[src/rtl/systolic_wgt_loader.sv]
// Weight-path loader for the systolic PE array.
// Collects one ARRAY_M x ARRAY_N weight tile from a valid/ready stream and
// bursts it into the shadow b_path chain of the top PE row, last row first.
// It then waits for the enable wave to settle and issues a one-cycle b_en
// commit on request. The next tile can preload while the array computes.
module systolic_wgt_loader #(
  parameter int WGT_DATA_WIDTH = 8,
  parameter int ARRAY_N        = 4,
  parameter int ARRAY_M        = 4
) (
  input  logic                              clk,
  input  logic                              reset,
  input  logic                              wgt_valid,
  output logic                              wgt_ready,
  input  logic [ARRAY_N*WGT_DATA_WIDTH-1:0] wgt_data,
  input  logic                              commit_req,
  output logic                              b_path_en,
  output logic [ARRAY_N*WGT_DATA_WIDTH-1:0] b_path_data,
  output logic                              b_en,
  output logic                              loaded,
  output logic                              busy
);

  localparam int RW = ARRAY_N * WGT_DATA_WIDTH;
  localparam int IW = (ARRAY_M > 1) ? $clog2(ARRAY_M) : 1;
  localparam int SW = $clog2(ARRAY_M + 2);

  localparam logic [IW-1:0] LAST_IDX    = IW'(ARRAY_M - 1);
  localparam logic [SW-1:0] SETTLE_LAST = SW'(ARRAY_M);

  typedef enum logic [2:0] {
    IDLE   = 3'd0,
    LOAD   = 3'd1,
    BURST  = 3'd2,
    SETTLE = 3'd3,
    HOLD   = 3'd4
  } state_t;

  state_t         state;
  state_t         state_nxt;
  logic [RW-1:0]  row_buf [ARRAY_M];
  logic [IW-1:0]  beat_cnt;
  logic [IW-1:0]  burst_cnt;
  logic [SW-1:0]  settle_cnt;
  logic           beat_acc;

  assign beat_acc = wgt_valid && wgt_ready;

  // State register.
  always_ff @(posedge clk) begin
    if (reset) begin
      state <= IDLE;
    end else begin
      state <= state_nxt;
    end
  end

  // Next-state logic: load -> burst -> settle -> hold -> commit.
  always_comb begin
    // NOTE: every variable written here gets a default first so no latch is inferred.
    state_nxt = state;
    case (state)
      IDLE, LOAD: begin
        if (beat_acc) begin
          state_nxt = (beat_cnt == LAST_IDX) ? BURST : LOAD;
        end
      end
      BURST: begin
        if (burst_cnt == LAST_IDX) state_nxt = SETTLE;
      end
      SETTLE: begin
        if (settle_cnt == SETTLE_LAST) state_nxt = HOLD;
      end
      HOLD: begin
        if (commit_req) state_nxt = IDLE;
      end
      default: state_nxt = IDLE;
    endcase
  end

  // Output decode: handshake, shift enable, commit pulse and status.
  always_comb begin
    wgt_ready = 1'b0;
    b_path_en = 1'b0;
    b_en      = 1'b0;
    loaded    = 1'b0;
    busy      = (state != IDLE);
    case (state)
      IDLE, LOAD: wgt_ready = !reset;
      BURST:      b_path_en = 1'b1;
      HOLD: begin
        b_en   = commit_req;
        loaded = !commit_req;
      end
      default: ;
    endcase
  end

  // Beat, burst and settle counters plus the registered chain data.
  always_ff @(posedge clk) begin
    if (reset) begin
      beat_cnt    <= '0;
      burst_cnt   <= '0;
      settle_cnt  <= '0;
      b_path_data <= '0;
    end else begin
      if (beat_acc) begin
        beat_cnt <= (beat_cnt == LAST_IDX) ? '0 : beat_cnt + IW'(1);
      end
      if (state == BURST) begin
        // Lags b_path_en by one cycle to line up with the PE's registered enable.
        b_path_data <= row_buf[LAST_IDX - burst_cnt];
        burst_cnt   <= (burst_cnt == LAST_IDX) ? '0 : burst_cnt + IW'(1);
      end
      if (state == SETTLE) begin
        settle_cnt <= (settle_cnt == SETTLE_LAST) ? '0 : settle_cnt + SW'(1);
      end
    end
  end

  // Row buffer write on each accepted beat.
  always_ff @(posedge clk) begin
    // NOTE: the buffer has no reset; every entry is rewritten before it is read.
    if (beat_acc) begin
      row_buf[beat_cnt] <= wgt_data;
    end
  end

endmodule

[config.mk]
export PLATFORM = sky130hd
export DESIGN_NAME = systolic_wgt_loader
export DESIGN_NICKNAME = d
export VERILOG_FILES = /design/src/rtl/systolic_wgt_loader.sv
export SDC_FILE = /design/constraint.sdc
export NUM_CORES = 1
export LEC_CHECK = 0
export ABC_AREA = 1
export CORE_MARGIN = 2
export CORE_UTILIZATION = 45
export CTS_CLUSTER_DIAMETER = 200
export CTS_CLUSTER_SIZE = 14
export DETAILED_ROUTE_END_ITERATION = 12
export GPL_ROUTABILITY_DRIVEN = 0
export GPL_TIMING_DRIVEN = 0
export PLACE_DENSITY = 0.65
export SLEW_MARGIN = 15
export SYNTH_ARGS = -nofsm -noshare
export SYNTH_HDL_FRONTEND = slang
export SYNTH_SLANG_ARGS = --single-unit
[constraint.sdc]
create_clock -name clk -period 5.75 [get_ports clk]
set_input_delay 0.575 -clock clk [delete_from_list [all_inputs] [get_ports clk]]
set_output_delay 0.575 -clock clk [all_outputs]
set_load 0.05 [all_outputs]
Word level (Yosys, flattened, before mapping)
Memory sizes are Yosys's and may differ from the RTL's. A register that Yosys moved wholly into a read port is not among the register bits.
Index checks and enable logic that the tools add are counted.
{ "totals": {"reg_bits": 10, "mem_bits_rw": 128, "input_bits": 36, "out_inout_bits": 37, "elab_cells": 42, "mem_count": 1} }
{ "classes": {"add_sub_neg": 4, "n_eq_ne": 11, "muxes": 15, "n_reduce_logical": 7} }
{ "memory_table": {"columns": ["memory", "words", "width", "rd", "rd_ports_with_merged_regs", "write_ports", "line", "rtl"], "rows": [
  ["row_buf", 4, 32, 1, 1, 1, "41", "logic [RW-1:0] row_buf [ARRAY_M];"]
]} }
{ "op_table": {"columns": ["op", "n"], "rows": [
  ["$mux 3", 5],
  ["$pmux 3 s4", 1],
  ["$eq 3x2->1 const B", 2],
  ["$eq 3x3->1 const B", 2],
  ["$mux 1", 6],
  ["$mux 2", 3],
  ["$add 2x1->2 const B", 2],
  ["$eq 2x2->1 const B", 2],
  ["$ne 2x1->1 const B", 2],
  ["$ne 2x2->1 const B", 2],
  ["$reduce_and 4->1", 1],
  ["$add 3x1->3 const B", 1],
  ["$eq 3x1->1 const B", 1],
  ["$logic_not 3->1", 1],
  ["$reduce_bool 3->1", 1],
  ["$logic_not 1->1", 2],
  ["$reduce_or 2->1", 1],
  ["$sub 2x2->2 const A", 1],
  ["$logic_and 1x1->1", 1]
]} }

Logic depth before layout (Yosys ltp)
{ "depth": {"ltp_word": 6, "depth_mapped": 8, "ltp_nobuf": 8} }

Least setup slack after synthesis
Ideal clock, no wire load.
{ "synth_path": {"kind": "input to register", "from": "in reset", "to": "mem row_buf[0][0] (netlist name), enable pin", "setup_time_ps": 421, "arrival_time_ps": 2396, "required_time_ps": 5329, "setup_slack_ps": 2933, "path_stages": 4, "n_path_buf": 1, "path_cell_list": "buf_6 > nor3_4 > inv_1 > nor2_1"} }
{ "synth_via": {"elab_chain_len": 5} }
{ "synth_lines": {"columns": ["element", "line", "rtl"], "rows": [
  ["start: declaration", "12", "input logic reset,"],
  ["$logic_not 1->1", "89", "IDLE, LOAD: wgt_ready = !reset;"],
  ["$mux 1", "88", "case (state)"],
  ["$logic_and 1x1->1", "47", "assign beat_acc = wgt_valid && wgt_ready;"],
  ["$mux 1", "124", "if (beat_acc) begin"],
  ["$mux 1 (implied by the code)", "125", "row_buf[beat_cnt] <= wgt_data;"],
  ["end: declaration", "41", null]
]} }
No other way between the ends.

Worst setup path in the final report
{ "layout_path": {"from": "reg state[1]", "to": "out b_path_en"} }
{ "layout_via": {"elab_chain_len": 2} }
{ "layout_lines": {"columns": ["element", "line", "rtl"], "rows": [
  ["start: declaration", "39", "state_t state;"],
  ["start signal: assignment", "54", "state <= state_nxt;"],
  ["$eq 3x2->1", "88", null],
  ["$mux 1", "88", null],
  ["end: declaration", "17", "output logic b_path_en,"]
]} }
No other way between the ends.

==> out/metrics.csv <==
stage,metric,value,unit
run_status,status,"finished, final reports clean",
yosys,ys_seq_elements,170,
power,power_leakage,3.169,nW
drt,drt_wl_total,14.69,mm
yosys,async_flop_share,0,%
yosys,synth_area,6719,um2
clocking,cts_num_sinks,170,
drt,vias_per_cell,5.150,
sta,setup_violations,0,
clocking,cts_root_buffer,clkbuf_16,
grt,antenna_found_initial,0,
critical_path,r2r-end,row_buf[0][26]$_DFFE_PP_,
grt,grt_max_degree,23,
clocking,cts_buffers,17,
placement,place_hpwl,9.298,mm
grt,overflow,0,
clocking,cts-resized-gates,0,
clocking,cts_setup_buffers,0,
critical_path,crit_family,buffers and inverters,
yosys,avgSynthCellArea,11.79,um2
placement,io_buffers,71,
sta,clock-skew-final,0.006592,ns
sta,drv_slew,0,
yosys,mappedNetlistNets,613,
die,initial_core_util,46.23,%
die,die_w,126.2,um
yosys,synth_area_leaders,"edfxtp_1 57%, dfxtp_1 13%, o21ai_0 7.7%, nor2_1 6.1%, o21bai_1 3.7%",
critical_path,worstPathRequired,5.18,ns
critical_path,arrival,2.13,ns
critical_path,reg2reg_from,state[1]$_SDFFE_PP0P_,
yosys,synthMostInstantiatedCell,edfxtp_1,
drt,detail_route.first_pass.iterations,4,
power,p_per_area,315.6,nW/um2
sta,relSlewSlack,59.50,%
sta,min_period,2.704,ns
critical_path,slowest_stage,clkdlybuf4s50_1,
clocking,cts-htree-levels,4,
sta,worst_pin_slew,0.6060,ns
grt,grt.total_usage,19.35,%
cells_and_area,layout.nets,707,
clocking,cts_hold_buf,0,
run,drv_cap,0,
cells_and_area,areaGrowthSynthToFinish,24.56,%
drt,wl_per_cell,17.06,um
sta,final_hold_viol_count,0,
die,die-area,15920,um2
yosys,postSynthCellCount,570,
drt,drt_iter0_markers,246,
yosys,synth.largest_area_cell,edfxtp_1,
yosys,yosysSeqAreaShare,69.72,%
critical_path,r2r_setup_slack,3.56,ns
die,ios,73,
yosys,synthDistinctLibCells,29,
yosys,synth_ff_type,edfxtp_1,
min_path,hold_depth,2,
yosys,synth-edff-count,128,
cells_and_area,final_layout_size_suffix_gt1_share,10.49,%
sta,rsz0062_at_grt,no,
die,die_h,126.2,um
power,power,2.641,mW
critical_path,start_kind,flip-flop,
sta,post-route-period-util,47.03,%
die,rows,44,
critical_path,cp-end-kind,primary output,
grt,grt_pass1_wl,23.29,mm
critical_path,crit_path_cell_trace,"nand3_2, inv_4, buf_6, clkdlybuf4s50_1",
clocking,clkLatencyLatePin,0.42,ns
cells_and_area,nFillCells,1216,
min_path,min_from,reset,
critical_path,cp_num_buf_inv,3,
drt,ant_nets,0,
yosys,yosysWarnings,0,
min_path,hp-class,input port to flip-flop,
cells_and_area,antennaDiodeCount,0,
yosys,synthTopCellsByCount,"128 x edfxtp_1, 110 x nor2_1, 103 x o21ai_0",
sta,fin_tns_setup,0,ns
die,core_area,14530,um2
clocking,tritoncts,built,
drt,drc,0,
placement,dp_slack,3.073,ns
sta,fin_ws,3.046,ns
clocking,clk_pin_slew_worst_paths,0.06,ns
power,peakVddDrop,0.2021,mV
sta,max_freq,369.8,MHz
critical_path,critPathKind,flip-flop to primary output,
critical_path,cp_max_fo,10,
critical_path,rr_worst_depth,6,
yosys,synth_top_cell_area_share,57.21,%
drt,vias,4434,
min_path,holdPathEnd,state[2]$_SDFFE_PP0P_,
clocking,cts_buffer_depth,2,
cells_and_area,final_util,57.58,%
critical_path,max_stage_delay,0.80,ns
sta,holdWs,0.3736,ns
grt,first_global_vias,4342,
## final cells by class
type	instances	area (um2)	area share, %
sequential	170	4684	55.97
multi-input combinational	314	1620	19.36
timing repair buffer	75	805.8	9.628
clock buffer	19	432.9	5.173
buffer	32	239.0	2.855
tap	184	230.2	2.751
inverter	54	205.2	2.452
clock inverter	13	151.4	1.809
## worst max-delay path by stage
stage	cells past startpoint	slack, ns	startpoint	to
3_3_place_gp	5	1.31	wgt_valid	row_buf[0][30]$_DFFE_PP_
3_5_place_dp	6	3.07	wgt_valid	row_buf[0][30]$_DFFE_PP_
2_1_floorplan	4	2.93	reset	row_buf[0][0]$_DFFE_PP_
5_1_grt	4	2.93	state[1]$_SDFFE_PP0P_	b_path_en
4_1_cts	4	3.03	state[1]$_SDFFE_PP0P_	b_path_en
6_report	4	3.05	state[1]$_SDFFE_PP0P_	b_path_en
## flip-flops by register name (all words and copies together), names as in the netlist
register and count:
burst_cnt 2, row_buf 128, beat_cnt 2, state 3, settle_cnt 3, b_path_data 32
## stage by stage
stage / cell area [um2] / instances
final: 8369 / 861
after global routing: 8369 / 861
after CTS: 8369 / 861
after detailed placement: 7785 / 829
after global placement: 7660 / 825
after floorplan: 6719 / 570
## per-layer routing
metal / global-route usage [%] / part of all wire, % / vias up
met5: 0 / 0 / -
met4: 6.206 / 1.3 / 0
met3: 4.460 / 5.3 / 14
met2: 32.13 / 49 / 120
met1: 25.39 / 44 / 2141
li1: - / - / 2159
## cells in the final DEF, fill, tap and decap left out, drive strengths merged
cell,count
o31ai,2
nand2,10
o21ai,134
dfxtp,42
clkbuf,25
clkdlybuf4s50,71
nor2,111
nor4,1
a21oi,6
a22oi,1
clkinvlp,3
inv,55
bufinv,3
edfxtp,128
ha,7
xor2,1
nor3,2
buf,30
clkinv,6
nand3,6
o21bai,33
## kinds of logic after synthesis
kind of cell	after synthesis	share of synthesized area, %
simple gates	130	7.728
flops	170	69.72
xor+xnor	1	0.1304
fa+ha+maj	7	1.303
compound gates	176	14.51
buf+inv	86	6.611
## power by group
group          switching, mW  total [mW]  internal (mW)
sequential            0.0116        1.37           1.36
clock                  0.441        1.12          0.678
combinational         0.0948       0.153         0.0579
Note: power is estimated with default switching activity, not from simulation.
==> variant, RTL diff (same settings) <==
`ARRAY_N`: 4 -> 5.
--- a/src/rtl/systolic_wgt_loader.sv
+++ b/src/rtl/systolic_wgt_loader.sv
@@ -7,3 +7,3 @@
   parameter int WGT_DATA_WIDTH = 8,
-  parameter int ARRAY_N        = 4,
+  parameter int ARRAY_N        = 5,
   parameter int ARRAY_M        = 4
Ports: changed (resized b_path_data and wgt_data); port bits go from 73 to 89. No check against the original RTL was run, so the function may have changed too.
==> variant against the original RTL <==
  * Setup slack lost 250 ps
  * Count of clock-buffer cells in the layout up 13
  * Critical path depth did not move
  * Sequential share of layout area increased by 2.2 points
  * Wire length up 27%
  * Area after synthesis rose by 21%
  * Sequential cell count grew 40
  * Cell area rose by 19%
  * Synthesized cell count increased by 21%
Power is not compared: it rests on default switching activity, and its combinational part moved more than twofold at a synthesized area within 25%.
==> variant: results (changes against the original RTL) <==
| Metric | Value |
|---|---|
| Run status | `completed (unchanged)` |
| Htree depth | `1 (was 4)` |
| Number of DRC markers in iteration 0 | `469 (was 246)` |
| Count of fill cells added during filler insertion | `1424 (was 1216)` |
| Path type of the worst min-delay path | `reg -> reg (was in -> reg)` |
| Cell depth of the worst min-delay path | `2 (unchanged)` |
| Synth cell types | `22 (was 29)` |
| Number of nets in the finished design | `855 (was 707)` |
| Net Sw Frac | `36.3%` |
| Maximum number of pins on one net before global-route repair | `24 (was 23)` |
| FF-to-FF path depth | `7 (was 6)` |
| Number of antenna violations at the first check in global routing | `0 (unchanged)` |
| Via/cell ratio | `5.32 (was 5.15)` |
| Clock skew | `14.7 ps (was 6.59 ps)` |
| Top post-synthesis cells by count | `edfxtp_1 (160), o21ai_0 (146), nor2_1 (138), inv_1 (58), dfxtp_1 (50) (was edfxtp_1 (128), nor2_1 (110), o21ai_0 (103), inv_1 (51), dfxtp_1 (42))` |
| Antenna fix cells | `0 (unchanged)` |
| Worst IR Drop VDD | `0.000342 V` |
| Sequential share of the synthesized area | `71.6% (was 69.7%)` |
| HPWL after DPL | `11.9 mm (was 9.30 mm)` |
| CP Data Arrival Time | `2380 ps (was 2130 ps)` |
| Share of cells above drive strength 1 | `6.50% (was 10.5%)` |
| Number of flops mapped to enable cells by yosys | `160 (was 128)` |
| Avg WL per Cell | `17.8 microns (was 17.1 microns)` |
| Port bufs | `88 (was 71)` |
| Internal reg-to-reg setup slack | `3270 ps (was 3560 ps)` |
| DP Area | `0.00945 sq mm (was 0.00778 sq mm)` |
| Number of buffers added by the clock tree synthesis step | `18 (was 17)` |
| Net Count, Synth | `741 (was 613)` |
| Synth Warn # | `0 (unchanged)` |
| Cell types occupying the most area after synthesis | `edfxtp_1 (59%), dfxtp_1 (12%), o21ai_0 (9.0%) (was edfxtp_1 (57%), dfxtp_1 (13%), o21ai_0 (7.7%))` |
| Clock insertion delay at the later pin of the skew report | `480 ps (was 420 ps)` |
| Clock power share | `23.9%` |
| All-Layer GR Usage | `18.9% (was 19.4%)` |
| Proportion of register bits with asynchronous set or reset after synthesis | `0% (unchanged)` |
| Lkg Pwr | `3.69 nW` |
| CTS-repair resized insts | `0 (unchanged)` |
| Post-synth top flop | `edfxtp_1 (unchanged)` |
| Clock Pin Slew Worst Setup and Hold Paths | `60 ps (about the same)` |
| Remaining max-slew budget at the tightest pin | `52.7% (was 59.5%)` |
| Quantity of hold-fixing buffers added after cts | `0 (unchanged)` |
| Clock Path Buffers | `3 (was 2)` |
| Total iterations of the first detailed-routing run | `8 (was 4)` |
| Post-CTS Setup Inserts | `0 (unchanged)` |
| Relative contribution of combinational cells to total power | `34.3%` |
| Number of global-route vias before repair | `5473 (was 4342)` |
| First-pass GRT wire length | `28.8 mm (was 23.3 mm)` |
| Leading registers by flop count | `row_buf (160), b_path_data (40) (was row_buf (128), b_path_data (32))` |
-- variant: cell types whose count changed in the layout (fill, tap and decap cells not counted), sizes merged, moves of 9 or more --
cell | before | now
o21ai | 134 | 167
edfxtp | 128 | 160
buf | 30 | 21
clkdlybuf4s50 | 71 | 88
nor2 | 111 | 138
clkbuf | 25 | 56
-- variant: worst paths after layout --
| path | start | end |
|---|---|---|
| hold / removal | settle_cnt[1] | settle_cnt[1] |
| setup / recovery | state[1] | b_path_en |
| hold reg to reg | settle_cnt[1] | settle_cnt[1] |
| setup reg to reg | state[2] | row_buf[2][9] |
-- variant: through the flow --
stage | worst slack, ps | utilization (%) | instances | hold WS [ps]
floorplan | 2630 | - | 690 | 451
global placement | 419 | 52.0 | 1007 | 462
detailed placement | 2730 | 53.0 | 1013 | 472
CTS | 2770 | 55.9 | 1045 | 482
global route | 2720 | 55.9 | 1045 | 509
finish | 2800 | 55.9 | 1045 | 476
-- variant: area by class of cell --
class                   count  area [sq um]  area share (%)
flip-flops and latches    210          5810            58.2
clock buffers              32           524            5.25
inverters                  61           229            2.29
well taps                 229           287            2.87
multi-input cells         380          1930            19.3
repair buffers             94          1030            10.3
plain buffers              39           173            1.73
-- variant: kinds of logic after synthesis --
logic type	count (synthesis)	synth area share, %
DFF	210	71.6
adders and majority gates	7	1.08
xor gates and xnor gates	1	0.108
buffers and inverters	100	4.95
and+or+nand+nor	159	7.79
AOI/OAI and AO/OA	213	14.4
-- variant: critical path: stages, from the launching register on --
cell and delay, ps:
dfxtp_1 420, inv_2 80, nor3_4 320, buf_4 250, clkdlybuf4s50_1 810
-- variant: routing by layer --
metal  wire length, microns  GRT usage (%)
met3                   1090           3.08
met1                   7780           24.5
met2                   9360           32.5
met4                    384           6.44
met5                      0              0
